[src/rtl/cla_slice_sequencer_if.sv]
// rtl/cla_slice_sequencer_if.sv - operand/result handshake bundle for cla_slice_sequencer
// Carries the optional sub input only when CLA_SEQ_SUB_EN is defined.
interface cla_slice_sequencer_if #(parameter int WIDTH = 16);
  logic             in_valid;
  logic             in_ready;
  logic [WIDTH-1:0] a;
  logic [WIDTH-1:0] b;
  logic             cin;
`ifdef CLA_SEQ_SUB_EN
  logic             sub;
`endif
  logic             out_valid;
  logic             out_ready;
  logic [WIDTH-1:0] sum;
  logic             cout;
  logic             ovf;
  logic             busy;

  modport master (
`ifdef CLA_SEQ_SUB_EN
    output sub,
`endif
    output in_valid, a, b, cin, out_ready,
    input  in_ready, out_valid, sum, cout, ovf, busy
  );

  modport slave (
`ifdef CLA_SEQ_SUB_EN
    input  sub,
`endif
    input  in_valid, a, b, cin, out_ready,
    output in_ready, out_valid, sum, cout, ovf, busy
  );
endinterface

[src/rtl/cla_slice_sequencer.sv]
// rtl/cla_slice_sequencer.sv - WIDTH-bit adder applying one shared 4-bit CLA slice per cycle, LSB nibble first
// Optional macro CLA_SEQ_SUB_EN adds the sub input (a-b via ~b and forced carry-in).
module cla_slice_sequencer #(
  parameter int WIDTH = 16
) (
  input logic                  clk,
  input logic                  rst,
  cla_slice_sequencer_if.slave bus
);
  localparam int NSLICE = WIDTH / 4;
  localparam int IDXW   = (NSLICE > 1) ? $clog2(NSLICE) : 1;
  localparam logic [IDXW-1:0] LAST_IDX = IDXW'(NSLICE - 1);

  if ((WIDTH % 4) != 0 || WIDTH < 4) begin : g_width_check
    $error("cla_slice_sequencer: WIDTH must be a multiple of 4 and >= 4");
  end

  typedef enum logic [1:0] {IDLE, RUN, DONE} state_t;

  state_t           state_q, state_d;
  logic [WIDTH-1:0] a_q, a_d, b_q, b_d, sum_q, sum_d;
  logic             cout_q, cout_d, ovf_q, ovf_d, carry_q, carry_d;
  logic [IDXW-1:0]  idx_q, idx_d;

  logic [3:0] nib_a, nib_b, p, g, s_nib;
  logic       c1, c2, c3, c4;

  // Shared lookahead slice; b_q already holds ~b for subtraction.
  always_comb begin
    nib_a = a_q[4*idx_q +: 4];
    nib_b = b_q[4*idx_q +: 4];
    p     = nib_a ^ nib_b;
    g     = nib_a & nib_b;
    c1    = g[0] | (p[0] & carry_q);
    c2    = g[1] | (p[1] & g[0]) | (p[1] & p[0] & carry_q);
    c3    = g[2] | (p[2] & g[1]) | (p[2] & p[1] & g[0]) | (p[2] & p[1] & p[0] & carry_q);
    c4    = g[3] | (p[3] & g[2]) | (p[3] & p[2] & g[1]) | (p[3] & p[2] & p[1] & g[0])
          | (&p & carry_q);
    s_nib = p ^ {c3, c2, c1, carry_q};
  end

  always_comb begin
    state_d = state_q;
    a_d     = a_q;
    b_d     = b_q;
    sum_d   = sum_q;
    cout_d  = cout_q;
    ovf_d   = ovf_q;
    carry_d = carry_q;
    idx_d   = idx_q;
    case (state_q)
      IDLE: begin
        if (bus.in_valid) begin
          a_d     = bus.a;
          b_d     = bus.b;
          carry_d = bus.cin;
`ifdef CLA_SEQ_SUB_EN
          if (bus.sub) begin
            b_d     = ~bus.b;
            carry_d = 1'b1;
          end
`endif
          idx_d   = '0;
          sum_d   = '0;
          state_d = RUN;
        end
      end
      RUN: begin
        sum_d[4*idx_q +: 4] = s_nib;
        carry_d             = c4;
        idx_d               = idx_q + IDXW'(1);
        if (idx_q == LAST_IDX) begin
          cout_d  = c4;
          ovf_d   = c3 ^ c4;
          idx_d   = '0;
          state_d = DONE;
        end
      end
      DONE: begin
        if (bus.out_ready) state_d = IDLE;
      end
      default: state_d = IDLE;
    endcase
  end

  always_ff @(posedge clk or posedge rst) begin
    if (rst) begin
      state_q <= IDLE;
      a_q     <= '0;
      b_q     <= '0;
      sum_q   <= '0;
      cout_q  <= 1'b0;
      ovf_q   <= 1'b0;
      carry_q <= 1'b0;
      idx_q   <= '0;
    end else begin
      state_q <= state_d;
      a_q     <= a_d;
      b_q     <= b_d;
      sum_q   <= sum_d;
      cout_q  <= cout_d;
      ovf_q   <= ovf_d;
      carry_q <= carry_d;
      idx_q   <= idx_d;
    end
  end

  assign bus.in_ready  = (state_q == IDLE) && !rst;
  assign bus.out_valid = (state_q == DONE);
  assign bus.busy      = (state_q != IDLE);
  assign bus.sum       = sum_q;
  assign bus.cout      = cout_q;
  assign bus.ovf       = ovf_q;
endmodule

[src/flat_wrapper.sv]
// flat-port wrapper written by rule: the top's interface ports become plain ports
module cla_slice_sequencer_flat 
#(
  parameter int WIDTH = 16
)
  (clk, rst, bus_in_valid, bus_a, bus_b, bus_cin, bus_out_ready, bus_in_ready, bus_out_valid, bus_sum, bus_cout, bus_ovf, bus_busy);
  cla_slice_sequencer_if #(.WIDTH(WIDTH)) bus_i ();
  input logic clk;
  input logic rst;
  input wire logic [$bits(bus_i.in_valid)-1:0] bus_in_valid;
  input wire logic [$bits(bus_i.a)-1:0] bus_a;
  input wire logic [$bits(bus_i.b)-1:0] bus_b;
  input wire logic [$bits(bus_i.cin)-1:0] bus_cin;
  input wire logic [$bits(bus_i.out_ready)-1:0] bus_out_ready;
  output wire logic [$bits(bus_i.in_ready)-1:0] bus_in_ready;
  output wire logic [$bits(bus_i.out_valid)-1:0] bus_out_valid;
  output wire logic [$bits(bus_i.sum)-1:0] bus_sum;
  output wire logic [$bits(bus_i.cout)-1:0] bus_cout;
  output wire logic [$bits(bus_i.ovf)-1:0] bus_ovf;
  output wire logic [$bits(bus_i.busy)-1:0] bus_busy;
  assign bus_i.in_valid = bus_in_valid;
  assign bus_i.a = bus_a;
  assign bus_i.b = bus_b;
  assign bus_i.cin = bus_cin;
  assign bus_i.out_ready = bus_out_ready;
  assign bus_in_ready = bus_i.in_ready;
  assign bus_out_valid = bus_i.out_valid;
  assign bus_sum = bus_i.sum;
  assign bus_cout = bus_i.cout;
  assign bus_ovf = bus_i.ovf;
  assign bus_busy = bus_i.busy;
  cla_slice_sequencer #(.WIDTH(WIDTH)) u_core (.clk(clk), .rst(rst), .bus(bus_i));
endmodule
[config.mk]
export PLATFORM = sky130hd
export DESIGN_NAME = cla_slice_sequencer_flat
export DESIGN_NICKNAME = d
export VERILOG_FILES = /design/src/rtl/cla_slice_sequencer_if.sv /design/src/rtl/cla_slice_sequencer.sv /design/src/flat_wrapper.sv
export SDC_FILE = /design/constraint.sdc
export NUM_CORES = 1
export LEC_CHECK = 0
export BUFFER_PORTS_ARGS = -buffer_cell sky130_fd_sc_hd__clkbuf_2
export CAP_MARGIN = 40
export CORE_AREA = 2 2 79 81
export DETAILED_ROUTE_END_ITERATION = 8
export DIE_AREA = 0 0 81 83
export PLACE_DENSITY = 0.73
export SLEW_MARGIN = 30
export SYNTH_ARGS = -nofsm -noshare
export SYNTH_HDL_FRONTEND = slang
export SYNTH_SLANG_ARGS = --single-unit
[constraint.sdc]
create_clock -name clk -period 2.5 [get_ports clk]
set_input_delay 0.125 -clock clk [delete_from_list [all_inputs] [get_ports clk]]
set_output_delay 0.125 -clock clk [all_outputs]
set_load 0.03 [all_outputs]
Word level (Yosys, flattened, before mapping)
Cells that the tools add are included.

Word-level logic and storage cells: 71. Bits of input ports: 37. Flip-flop bits (word level): 55. Output and inout port bits: 21.

Reduce and logical (&&, ||, !) cells: 10. Muxes and demuxes: 12. Equality and inequality tests: 6. Shift-type cells: 4. $add $sub $neg: 2. Bitwise operators: 29.

Operator list (count): negation 4 -> 34 bit (1); variable shift 4 x 34 -> 16 bit (first input constant) (1); variable part select 4 x 34 -> 16 bit (1); one-hot mux 16 bit (2 select lines) (1); variable part select 16 x 5 -> 4 bit (2); bitwise mux 16 bit (1); 2-to-1 mux 16 bit (1); AND 1 bit (15); 2-to-1 mux 2 bit (5); bitwise OR 1 bit (10); XOR 4 bit (2); one-hot mux 2 bit (3 select lines) (1); AND reduction 2 bit (3); AND 4 bit (1); == test 2 bit (second input constant) (2); != test 2 bit (second input constant) (2); one-hot mux 2 bit (2 select lines) (1); AND reduction 4 bit (1); nonzero test 2 bit (2); AND reduction 3 bit (1); adder 2 x 1 -> 2 bit (second input constant) (1); == test 2 x 1 -> 1 bit (second input constant) (1); zero test 2 bit (1); != test 2 x 1 -> 1 bit (second input constant) (1); 5 further kinds (5).

Longest topological paths before layout
Depth in word-level cells: 10. Depth in mapped cells: 7. Depth with buffers taken out: 6.

Least setup slack after synthesis
OpenSTA, ideal clock, no wires.

Path type: flip-flop to flip-flop. Start: register u_core.idx_q[0]. End: register u_core.sum_q[11], in the netlist u_core.bus.sum[11]. Cell stages (with the launch flop): 8. Data required time: 2379 ps. Arrival: 2322 ps. Setup time: 121 ps. Path buffers: 1. Period minus slack after synthesis: 2443 ps. Setup slack: 57 ps. Cell sequence: dfrtp_1 buf_4 mux4_2 ha_1 a211oi_1 o21bai_2 xor2_1 a22o_1.

Cells in the longest elaborated chain, start to end: 10. Elaborated cells between the ends (all ways): 25. Classes of those cells: 1 x add/sub; 4 x shift; 2 x mux; 18 x bitwise.

RTL lines: start: declaration (line cla_slice_sequencer.sv:23) `logic [IDXW-1:0] idx_q, idx_d;`; start signal: assignment (line cla_slice_sequencer.sv:104) `idx_q <= idx_d;`; variable part select 16 x 5 -> 4 bit, on equally long branches (line cla_slice_sequencer.sv:30, cla_slice_sequencer.sv:31); XOR 4 bit or AND 4 bit (tied branches) (line cla_slice_sequencer.sv:32, cla_slice_sequencer.sv:33); AND 1 bit (line cla_slice_sequencer.sv:36) `c3 = g[2] | (p[2] & g[1]) | (p[2] & p[1] & g[0]) | (p[2] & p[1] & p[0] & carry_q);`; bitwise OR 1 bit or AND 1 bit (tied branches) (2 in a row) (line cla_slice_sequencer.sv:36); bitwise OR 1 bit (line cla_slice_sequencer.sv:36); XOR 4 bit (line cla_slice_sequencer.sv:39) `s_nib = p ^ {c3, c2, c1, carry_q};`; variable part select 4 x 34 -> 16 bit (line cla_slice_sequencer.sv:69) `sum_d[4*idx_q +: 4] = s_nib;`; bitwise mux 16 bit * (line cla_slice_sequencer.sv:69); one-hot mux 16 bit (2 select lines) * (line cla_slice_sequencer.sv:51) `case (state_q)`; end signal: assignment (line cla_slice_sequencer.sv:100) `sum_q <= sum_d;`; end: declaration (line cla_slice_sequencer.sv:21) `logic [WIDTH-1:0] a_q, a_d, b_q, b_d, sum_q, sum_d;`.

Mark *: on every way between the ends. The rest lies on a longest branch, timed or not. A chain may end at the register's enable or synchronous reset.

Worst setup path after layout
Start: register u_core.idx_q[0]. End: register u_core.sum_q[3], in the netlist u_core.bus.sum[3].

The elaborated chain is that of the path after synthesis.

==> qor.yml <==
timing.final.max_slew_violations: 0
seq_area_frac_synth: 0.499
drt_iter0_drc: 66
root_buffer: "clkbuf_8"
syn_inst: 189
grt_max_degree: 56
postRouteWirelength_um: 5030
fin_crit_sh: 0.919
ir_drop_mv: 0.685
power_density_nw_per_um2: 1530
tightest_slew_ns: 0.678
overflow: 0
setup-tns-final_ns: 0
layout.nets: 299
dieArea_um2: 6720
cts_buffers: 5
dp_cells: 319
synth.most_common_cell: "dfrtp_1"
synth_common_cells: "dfrtp_1 (55), mux2_4 (30), a22o_1 (17)"
die_w_um: 81
synth_top_area_cell: "dfrtp_1"
crit_fanout: 5
port_buffers: 57
critPathSlowestCell: "mux4_2"
cp_num_buf_inv: 1
crit_family: "multiplexers"
dr_total_vias: 1711
fp.coreArea_um2: 5820
seqPwrFrac: 0.326
path_class: "reg -> reg"
synth-main-ff-cell: "dfrtp_1"
syn2layout_area_growth_pct: 17.5
path_cells: "buf_4, mux4_2, ha_1, o21ai_0, o21bai_2, xor2_1, a22o_1"
fmax_ghz: 0.435
leakage_nw: 1.60
intPower_mw: 2.92
drive_gt1_frac: 0.474
drc: 0
synth_top_area_frac: 0.499
htree_levels: 2
sw_frac_of_total: 0.408
hold_class: "in -> async"
p_sw_mw: 2.02
syn_area_per_cell_um2: 14.6
cts_tree: "yes"
slew_headroom: 0.548
start_util: 0.474
clock_sinks: 55
ys_types: 34
async_reset_ff_frac: 1.00
layout_min_cycle_time_ns: 2.30
insertedDiodeCount: 0
syn_nets: 236
ys_ff_latch: 55
std_cell_rows: 28
wl_per_cell_um: 15.3
synth_top_cells_by_area: "dfrtp_1 (50%), mux2_4 (16%), mux4_2 (6.5%)"
grt_pass1_vias: 1735
slowest_delay_ns: 0.51
dpl-instance-area_um2: 3110
r2r_start: "u_core.idx_q[0]$_DFFE_PP0P_"
start_kind: "flip-flop"
maxCapViolations: 0
power_frac_comb: 0.555
vias_per_cell: 5.22
die_h_um: 83
first_pass_iters: 4
setup_viol_count_final: 0
required_ns: 2.74
synth.cell_area_um2: 2760
skew_ns: 0.00444
track_usage: 0.160
fillers: 495
status: "complete, but fails checks"
grt_first_pass_wirelength_um: 8450
path_clk_slew_ns: 0.10
rsz0062_at_grt: "no"
clock_latency_ns: 0.30
cp.arrival_ns: 2.54
pin_count: 58
hold_viol_final: 16
stdcell_area_um2: 3240
antenna_found_initial: 0
final_cells: 328
end_kind: "flip-flop"
yosysWarnings: 0
final_antenna_net_count: 0
failed_checks: "hold timing"
post-dp-hpwl_um: 3940
synth_edf_count: 0
finalWeightedCongestion: 0.763
p_clk_frac: 0.119
startpoint: "u_core.idx_q[0]$_DFFE_PP0P_"
total_power_mw: 4.94
hold-worst-slack_ns: -0.0107
cts_buffer_depth: 2
==> area by class of cell <==
cell class / instances / area (um^2) / area share
flip-flops and latches: 55 / 1380 / 0.425
clock buffers: 5 / 68.8 / 0.0212
well taps: 75 / 93.8 / 0.0290
inverters: 6 / 22.5 / 0.00695
clock inverters: 3 / 46.3 / 0.0143
multi-input cells: 121 / 1280 / 0.397
repair buffers: 63 / 345 / 0.107
==> registers in the layout, summed over array words and instances, names as in the netlist <==
name and cells:
u_core.carry_q 1, u_core.b_q 16, u_core.idx_q 2, u_core.a_q 16, u_core.bus.cout 1, u_core.state_q 2
u_core.bus.ovf 1, u_core.bus.sum 16
==> worst paths after layout <==
| check | endpoint | slack [ns] | cells past startpoint |
|---|---|---|---|
| max reg2reg | u_core.bus.sum[3]$_DFFE_PP0P_ | 0.20 | 7 |
| min in group clk | u_core.b_q[11]$_DFFE_PP0P_ | 0.05 | 2 |
| min | u_core.bus.cout$_DFFE_PP0P_ | -0.01 | 3 |
| min reg2reg | u_core.bus.sum[15]$_DFFE_PP0P_ | 0.52 | 1 |
| max | u_core.bus.sum[3]$_DFFE_PP0P_ | 0.20 | 7 |
| max in group asynchronous | u_core.idx_q[0]$_DFFE_PP0P_ | 2.02 | 3 |
==> per-layer routing <==
metal  routed length (um)  vias to the layer above  track usage  part of all wire
met5                    0                        -            0                 0
met4                   19                        0       0.0277            0.0038
met3                  245                        2       0.0478             0.049
met2                 2330                       43        0.248              0.46
met1                 2440                      846        0.226              0.48
li1                     -                      820            -                 -
==> tightest hold or removal path: cells and delay by family <==
family / cells / cell delay (ns)
buf+inv: 3 / 0.67
==> per-stage QoR <==
stage          utilization  setup slack [ns]
2_1_floorplan            -            0.0573
3_3_place_gp         0.535             0.172
3_5_place_dp         0.535             0.113
4_1_cts              0.557            0.0802
5_1_grt              0.557            0.0359
6_report             0.557             0.202
==> cells by family after synthesis <==
| logic type | share of synthesized area |
|---|---|
| flops | 0.499 |
| mux | 0.241 |
| simple gates | 0.0763 |
| compound gates | 0.0917 |
| buf+inv | 0.0345 |
| fa+ha+maj | 0.0481 |
| xor+xnor | 0.00953 |
==> what timing repair did <==
item	4_1_cts	5_1_grt
setup endpoints to repair	0	4
endpoints found under the hold margin	1	0
buffers inserted	0	0
hold buffers	1	0
gates resized for setup	0	1
==> layout by cell type, fill, tap and decap left out, types with 2 or more instances in the layout <==
cell type | Yosys | final
a22o_1 | 17 | 17
xnor2_1 | 2 | 2
nor2_1 | 10 | 10
nand2b_1 | 2 | 2
buf_4 | 1 | 4
clkbuf_8 | 0 | 5
a21o_1 | 3 | 3
inv_1 | 5 | 4
inv_2 | 1 | 2
dfrtp_1 | 55 | 54
mux4_2 | 8 | 8
o22ai_1 | 2 | 2
nor2b_1 | 2 | 2
ha_1 | 9 | 9
o21ai_0 | 2 | 2
mux2_2 | 2 | 2
clkbuf_2 | 0 | 57
o31ai_1 | 2 | 2
nor3_2 | 2 | 2
nand2_1 | 13 | 13
mux2_4 | 30 | 30
a21oi_1 | 5 | 5
==> power by group through the flow <==
stage	clock [mW]	sequential, mW	combinational, mW
after floorplan	0	1.65	2.14
after global placement	0	1.62	2.70
after detailed placement	0	1.61	2.77
after CTS	0.608	1.60	2.77
after global routing	0.649	1.66	2.99
final	0.590	1.61	2.74
Power figures use the tool's default switching activity.
